===== config.mk =====
export PLATFORM = sky130hd
export DESIGN_NAME = mmio_led_pwm_flat
export DESIGN_NICKNAME = d
export VERILOG_FILES = /design/src/rtl/mmio_led_pwm_if.sv /design/src/rtl/mmio_led_pwm.sv /design/src/flat_wrapper.sv
export SDC_FILE = /design/constraint.sdc
export NUM_CORES = 1
export LEC_CHECK = 0
export ABC_AREA = 1
export CORE_ASPECT_RATIO = 1.2
export CORE_MARGIN = 2
export CORE_UTILIZATION = 51
export DETAILED_ROUTE_END_ITERATION = 16
export GPL_TIMING_DRIVEN = 1
export PLACE_DENSITY_LB_ADDON = 0.05
export SYNTH_ARGS = -nofsm -noshare
export SYNTH_HDL_FRONTEND = slang
export SYNTH_SLANG_ARGS = --single-unit

===== constraint.sdc =====
create_clock -name clk -period 2.1 [get_ports clk]
set_input_delay 0.525 -clock clk [delete_from_list [all_inputs] [get_ports clk]]
set_output_delay 0.525 -clock clk [all_outputs]
set_load 0.005 [all_outputs]

===== src/rtl/mmio_led_pwm_if.sv =====
// Word-wide load/store bus between the CPU datapath and the LED/RGB PWM responder.
// Strobe semantics: wr_en/rd_en are single-cycle strobes qualified by hit (a combinational decode of addr); a
// store lands on that edge, and a load answers with rd_valid=1 and rd_data exactly one cycle later, with no backpressure.
interface mmio_led_pwm_if;
  logic [31:0] addr;
  logic        wr_en;
  logic [31:0] wr_data;
  logic        rd_en;
  logic [31:0] rd_data;
  logic        rd_valid;
  logic        hit;

  modport master (output addr, wr_en, wr_data, rd_en, input rd_data, rd_valid, hit);
  modport slave  (input addr, wr_en, wr_data, rd_en, output rd_data, rd_valid, hit);
endinterface


===== src/rtl/mmio_led_pwm.sv =====
// Memory-mapped LED/RGB PWM block: 8-word register window, shadowed duty registers,
// prescaled PWM counter and registered active-high channel outputs (led, red, green, blue).
module mmio_led_pwm #(
  parameter logic [31:0] BASE_ADDR = 32'hFFFF_0000,
  parameter int          PWM_BITS  = 8,
  parameter int          PRESCALE  = 47
) (
  input  logic            clk,
  input  logic            reset,
  mmio_led_pwm_if.slave   bus,
  output logic            led,
  output logic            red,
  output logic            green,
  output logic            blue
);

  localparam int PRE_W = (PRESCALE > 0) ? $clog2(PRESCALE + 1) : 1;
  localparam logic [PRE_W-1:0]    PRE_MAX = PRE_W'(PRESCALE);
  localparam logic [PWM_BITS-1:0] CNT_MAX = '1;

  localparam logic [2:0] A_CTRL   = 3'd0;
  localparam logic [2:0] A_LED    = 3'd1;
  localparam logic [2:0] A_R      = 3'd2;
  localparam logic [2:0] A_G      = 3'd3;
  localparam logic [2:0] A_B      = 3'd4;
  localparam logic [2:0] A_STATUS = 3'd5;

  logic [1:0]                    ctrl_q, ctrl_d;
  logic [3:0][PWM_BITS-1:0]      duty_q, duty_d;
  logic [3:0][PWM_BITS-1:0]      act_q, act_d;
  logic [PRE_W-1:0]              pre_cnt_q, pre_cnt_d;
  logic [PWM_BITS-1:0]           pwm_cnt_q, pwm_cnt_d;
  logic                          period_done_q, period_done_d;
  logic [31:0]                   rd_data_q, rd_data_d;
  logic                          rd_valid_q, rd_valid_d;
  logic [3:0]                    out_q, out_d;

  logic [31:0] addr_w;
  logic [31:0] offset;
  logic [2:0]  idx;
  logic        wr_hit, rd_hit;
  logic        tick, wrap;
  logic        enable, invert_all;
  logic [31:0] rdata;

  // Byte lanes are ignored, so decode on the word-aligned address.
  assign addr_w  = {bus.addr[31:2], 2'b00};
  assign offset  = addr_w - BASE_ADDR;
  assign idx     = offset[4:2];
  assign bus.hit = (addr_w >= BASE_ADDR) && (offset <= 32'h0000_001C);
  assign wr_hit  = bus.wr_en & bus.hit;
  assign rd_hit  = bus.rd_en & bus.hit;

  assign tick       = (pre_cnt_q == PRE_MAX);
  assign wrap       = tick & (pwm_cnt_q == CNT_MAX);
  assign enable     = ctrl_q[0];
  assign invert_all = ctrl_q[1];

  always_comb begin
    rdata = '0;
    case (idx)
      A_CTRL:   rdata[1:0]          = ctrl_q;
      A_LED:    rdata[PWM_BITS-1:0] = duty_q[0];
      A_R:      rdata[PWM_BITS-1:0] = duty_q[1];
      A_G:      rdata[PWM_BITS-1:0] = duty_q[2];
      A_B:      rdata[PWM_BITS-1:0] = duty_q[3];
      A_STATUS: begin
        rdata[PWM_BITS-1:0] = pwm_cnt_q;
        rdata[16]           = period_done_q;
      end
      default:  rdata = '0;
    endcase
  end

  always_comb begin
    ctrl_d        = ctrl_q;
    duty_d        = duty_q;
    act_d         = act_q;
    pre_cnt_d     = tick ? '0 : pre_cnt_q + PRE_W'(1);
    pwm_cnt_d     = tick ? pwm_cnt_q + PWM_BITS'(1) : pwm_cnt_q;
    period_done_d = period_done_q;
    rd_data_d     = rd_hit ? rdata : '0;
    rd_valid_d    = rd_hit;
    out_d         = '0;

    if (wr_hit) begin
      case (idx)
        A_CTRL:   ctrl_d    = bus.wr_data[1:0];
        A_LED:    duty_d[0] = bus.wr_data[PWM_BITS-1:0];
        A_R:      duty_d[1] = bus.wr_data[PWM_BITS-1:0];
        A_G:      duty_d[2] = bus.wr_data[PWM_BITS-1:0];
        A_B:      duty_d[3] = bus.wr_data[PWM_BITS-1:0];
        A_STATUS: if (bus.wr_data[16]) period_done_d = 1'b0;
        default:  ;
      endcase
    end

    // Shadow load uses the pre-write programmed value, so a coincident store waits a period.
    if (wrap) begin
      act_d         = duty_q;
      period_done_d = 1'b1;
    end

    for (int i = 0; i < 4; i++) begin
      out_d[i] = (enable & (pwm_cnt_q < act_q[i])) ^ (enable & invert_all);
    end
  end

  always_ff @(posedge clk) begin
    if (reset) begin
      ctrl_q        <= '0;
      duty_q        <= '0;
      act_q         <= '0;
      pre_cnt_q     <= '0;
      pwm_cnt_q     <= '0;
      period_done_q <= 1'b0;
      rd_data_q     <= '0;
      rd_valid_q    <= 1'b0;
      out_q         <= '0;
    end else begin
      ctrl_q        <= ctrl_d;
      duty_q        <= duty_d;
      act_q         <= act_d;
      pre_cnt_q     <= pre_cnt_d;
      pwm_cnt_q     <= pwm_cnt_d;
      period_done_q <= period_done_d;
      rd_data_q     <= rd_data_d;
      rd_valid_q    <= rd_valid_d;
      out_q         <= out_d;
    end
  end

  assign bus.rd_data  = rd_data_q;
  assign bus.rd_valid = rd_valid_q;
  assign led   = out_q[0];
  assign red   = out_q[1];
  assign green = out_q[2];
  assign blue  = out_q[3];

endmodule


===== src/flat_wrapper.sv =====
// flat-port wrapper written by rule: the top's interface ports become plain ports
module mmio_led_pwm_flat 
#(
  parameter logic [31:0] BASE_ADDR = 32'hFFFF_0000,
  parameter int          PWM_BITS  = 8,
  parameter int          PRESCALE  = 47
)
  (clk, reset, led, red, green, blue, bus_addr, bus_wr_en, bus_wr_data, bus_rd_en, bus_rd_data, bus_rd_valid, bus_hit);
  mmio_led_pwm_if bus_i ();
  input  logic clk;
  input  logic reset;
  output logic led;
  output logic red;
  output logic green;
  output logic blue;
  input wire logic [$bits(bus_i.addr)-1:0] bus_addr;
  input wire logic [$bits(bus_i.wr_en)-1:0] bus_wr_en;
  input wire logic [$bits(bus_i.wr_data)-1:0] bus_wr_data;
  input wire logic [$bits(bus_i.rd_en)-1:0] bus_rd_en;
  output wire logic [$bits(bus_i.rd_data)-1:0] bus_rd_data;
  output wire logic [$bits(bus_i.rd_valid)-1:0] bus_rd_valid;
  output wire logic [$bits(bus_i.hit)-1:0] bus_hit;
  assign bus_i.addr = bus_addr;
  assign bus_i.wr_en = bus_wr_en;
  assign bus_i.wr_data = bus_wr_data;
  assign bus_i.rd_en = bus_rd_en;
  assign bus_rd_data = bus_i.rd_data;
  assign bus_rd_valid = bus_i.rd_valid;
  assign bus_hit = bus_i.hit;
  mmio_led_pwm #(.BASE_ADDR(BASE_ADDR), .PWM_BITS(PWM_BITS), .PRESCALE(PRESCALE)) u_core (.clk(clk), .reset(reset), .bus(bus_i), .led(led), .red(red), .green(green), .blue(blue));
endmodule

==> impl_metrics.env <==
export IMPL_crit_type="primary input to primary output"
export IMPL_cts_buffers_inserted=9
export IMPL_antenna_found_initial=0
export IMPL_hpwl_um=8440
export IMPL_io_buffers=57
export IMPL_setup_ws_ps=86.6
export IMPL_rrSetupSlack_ps=190
export IMPL_grt_start_max_net_pins=53
export IMPL_synth_xor_area_frac=0.00180
export IMPL_cts_max_level=3
export IMPL_num_rows=39
export IMPL_max_stage_delay_ps=210
export IMPL_ioPinCount=106
export IMPL_synth_cell_types=36
export IMPL_wirelength_um=11100
export IMPL_cts_tree="yes"
export IMPL_drv_cap=0
export IMPL_grt_ovfl_total=0
export IMPL_fmax_mhz=497
export IMPL_cp_slowest_cell="dlygate4sd2_1"
export IMPL_synthCells=664
export IMPL_worstSetupEndpointType="primary output"
export IMPL_ys_seq_area_frac=0.390
export IMPL_vias_per_cell=4.96
export IMPL_rsz0062_at_grt="false"
export IMPL_ctsLongestPathBuffers=2
export IMPL_power_density_mw_per_mm2=638
export IMPL_layout_nets=831
export IMPL_stdcell_area_mm2=0.00591
export IMPL_synth_top_family_by_area="simple AND/OR/NAND/NOR gates"
export IMPL_synth_flop_cell="dfxtp_1"
export IMPL_status="completed"
export IMPL_hp_class="flop to flop"
export IMPL_hold_viol=0
export IMPL_worstPathArrival_ps=1490
export IMPL_syn_area_per_cell_um2=7.34
export IMPL_cp_startpoint="bus_addr[18]"
export IMPL_async_reset_ff_frac=0
export IMPL_drt_iter0_markers=229
export IMPL_die_height_um=111
export IMPL_period_share=0.959
export IMPL_drv_slew=0
export IMPL_min_period_ps=2010
export IMPL_die_area_mm2=0.0104
export IMPL_post_route_drc_count=0
export IMPL_path_cells="dlygate4sd2_1, nand3_1, nor2_4, nand2_1, nand2_2, nand3_4, nor2_8, buf_6"
export IMPL_cp_start_kind="primary input"
export IMPL_drive_gt1_frac=0.100
export IMPL_yosysWarnings=0
export IMPL_grt_pass1_wl_um=18900
export IMPL_die_x_um=93.2
export IMPL_first_global_vias=4017
export IMPL_hold_depth=2
export IMPL_drt_pass1_iterations=5
export IMPL_via_count=4263
export IMPL_synthSimpleGateAreaFrac=0.242
export IMPL_report_final_setup_viol=0
export IMPL_muxShareOfSynthArea=0
export IMPL_syn_area_mm2=0.00487
export IMPL_grt_usage=0.230
export IMPL_gp_congestion=0.871
export IMPL_path_max_fanout=3
export IMPL_finish_utilization=0.628
export IMPL_initial_core_util=0.517
export IMPL_coreArea_mm2=0.00942
export IMPL_placed_area_mm2=0.00557
export IMPL_synth_fa_ha_area_frac=0.0771
export IMPL_skew_ps=10.3
export IMPL_clkTransAtPathRegs_ps=60
export IMPL_rr_worst_depth=13
export IMPL_worstPathRequired_ps=1570
export IMPL_p_leak_nw=2.61
export IMPL_synth_seq_cells=95
export IMPL_cp_endpoint="bus_hit"
export IMPL_synth_compound_area_frac=0.147
export IMPL_wl_per_cell_um=12.9
export IMPL_rr_startpoint="u_core.pre_cnt_q[0]$_SDFF_PP0_"
export IMPL_root_buffer="clkbuf_16"
export IMPL_rr_endpoint="u_core.act_q[26]$_SDFFE_PP0P_"
export IMPL_synth_edf_count=0
export IMPL_cts_hold_buf=0
export IMPL_clock_latency_ps=350
export IMPL_place_ws_ps=-655
export IMPL_clock_sinks=95
export IMPL_ant_nets=0
export IMPL_diodes=0
export IMPL_ir_drop_mv=0.464
export IMPL_syn2layout_area_growth_pct=21.4
final cells by class:
type | instances | area, um2
inverter | 102 | 383
clock inverter | 5 | 81.3
timing repair buffer | 79 | 744
clock buffer | 10 | 239
fill | 858 | 3500
sequential | 95 | 1900
tap | 123 | 154
multi-input combinational | 446 | 2410
worst min path at each step:
| stage | startpoint | end | slack [ps] |
|---|---|---|---|
| after floorplan | u_core.act_q[0]$_SDFFE_PP0P_ | u_core.act_q[0]$_SDFFE_PP0P_ | 420 |
| after global placement | u_core.act_q[0]$_SDFFE_PP0P_ | u_core.act_q[0]$_SDFFE_PP0P_ | 430 |
| after detailed placement | u_core.act_q[0]$_SDFFE_PP0P_ | u_core.act_q[0]$_SDFFE_PP0P_ | 440 |
| after CTS | u_core.act_q[0]$_SDFFE_PP0P_ | u_core.act_q[0]$_SDFFE_PP0P_ | 450 |
| after global routing | u_core.act_q[0]$_SDFFE_PP0P_ | u_core.act_q[0]$_SDFFE_PP0P_ | 470 |
| final | u_core.act_q[0]$_SDFFE_PP0P_ | u_core.act_q[0]$_SDFFE_PP0P_ | 440 |
repair_timing:
| action | CTS | global route |
|---|---|---|
| setup buffers | 1 | 0 |
| pin swaps | 26 | 8 |
| resized for setup | 41 | 15 |
| endpoints found under the setup margin | 17 | 45 |
critical path: cells and delay by family:
kind                   cells  cell delay [ps]
and+or+nand+nor            6              650
buffers and inverters      2              310
state kept, by name, summed over array words and instances (netlist names):
register              flops
u_core.bus.rd_valid       1
u_core.pwm_cnt_q          8
u_core.out_q              4
u_core.duty_q            32
u_core.period_done_q      1
u_core.act_q             32
u_core.pre_cnt_q          6
u_core.bus.rd_data        9
u_core.ctrl_q             2
synth_stat cells (2+ instances only):
| library cell | n | area share |
|---|---|---|
| nand2_1 | 111 | 0.086 |
| ha_1 | 30 | 0.077 |
| buf_4 | 26 | 0.040 |
| buf_2 | 3 | 0.0031 |
| nand3_4 | 4 | 0.014 |
| nor3b_1 | 2 | 0.0031 |
| o22ai_1 | 7 | 0.0090 |
| a21oi_1 | 67 | 0.069 |
| nor3_2 | 3 | 0.0062 |
| nand4_1 | 5 | 0.0064 |
| nor2_1 | 92 | 0.071 |
| nand3b_1 | 3 | 0.0046 |
| inv_2 | 4 | 0.0031 |
| o21ai_0 | 45 | 0.046 |
| dfxtp_1 | 95 | 0.39 |
| nand3_2 | 3 | 0.0062 |
| clkbuf_1 | 7 | 0.0054 |
| inv_1 | 98 | 0.076 |
| nor2_2 | 3 | 0.0039 |
| buf_6 | 5 | 0.012 |
| a221oi_1 | 3 | 0.0054 |
| nand3_1 | 14 | 0.014 |
| nor3_1 | 6 | 0.0062 |
| a22oi_1 | 4 | 0.0062 |
| a211oi_1 | 2 | 0.0031 |
| nand2_2 | 8 | 0.010 |
| clkbuf_2 | 2 | 0.0021 |
| o21a_1 | 4 | 0.0062 |
cells in the final DEF, fill, tap and decap left out, drive strengths merged, types with 10 or more instances in the layout:
cell type / Yosys / final
buf: 34 / 23
nand2: 119 / 119
nand3: 21 / 21
clkdlybuf4s50: 0 / 29
nor2: 97 / 97
ha: 30 / 30
dfxtp: 95 / 95
dlygate4sd2: 0 / 24
clkbuf: 9 / 10
a21oi: 67 / 67
conb: 1 / 23
inv: 102 / 103
o21ai: 46 / 46
power breakdown:
group / internal (mW) / switching [mW]
clock: 1.07 / 0.692
sequential: 1.81 / 0.00423
combinational: 0.0883 / 0.109
total: 2.97 / 0.805
kinds of logic (layout without fill, tap and decap cells):
logic type / Yosys count / in the layout
other cells: 1 / 23
xor+xnor: 1 / 1
fa+ha+maj: 30 / 30
simple gates: 258 / 258
compound gates: 134 / 134
buf+inv: 145 / 196
flops: 95 / 95
stage by stage:
stage               hold WS [ps]  instances  power (mW)  TNS (ps)
floorplan                    424        686        1.96         0
global route                 467        860        3.90         0
CTS                          447        860        3.79         0
detailed placement           438        844        2.06    -16720
finish                       444        860        3.77         0
global placement             433        844        2.05    -12470
per-layer routing:
| layer | vias up | GRT usage | share of wire |
|---|---|---|---|
| li1 | 2215 | - | - |
| met1 | 1941 | 0.305 | 0.46 |
| met2 | 89 | 0.362 | 0.47 |
| met3 | 18 | 0.0612 | 0.045 |
| met4 | 0 | 0.0745 | 0.021 |
| met5 | - | 0 | 0 |
(Power assumes the default switching activity.)
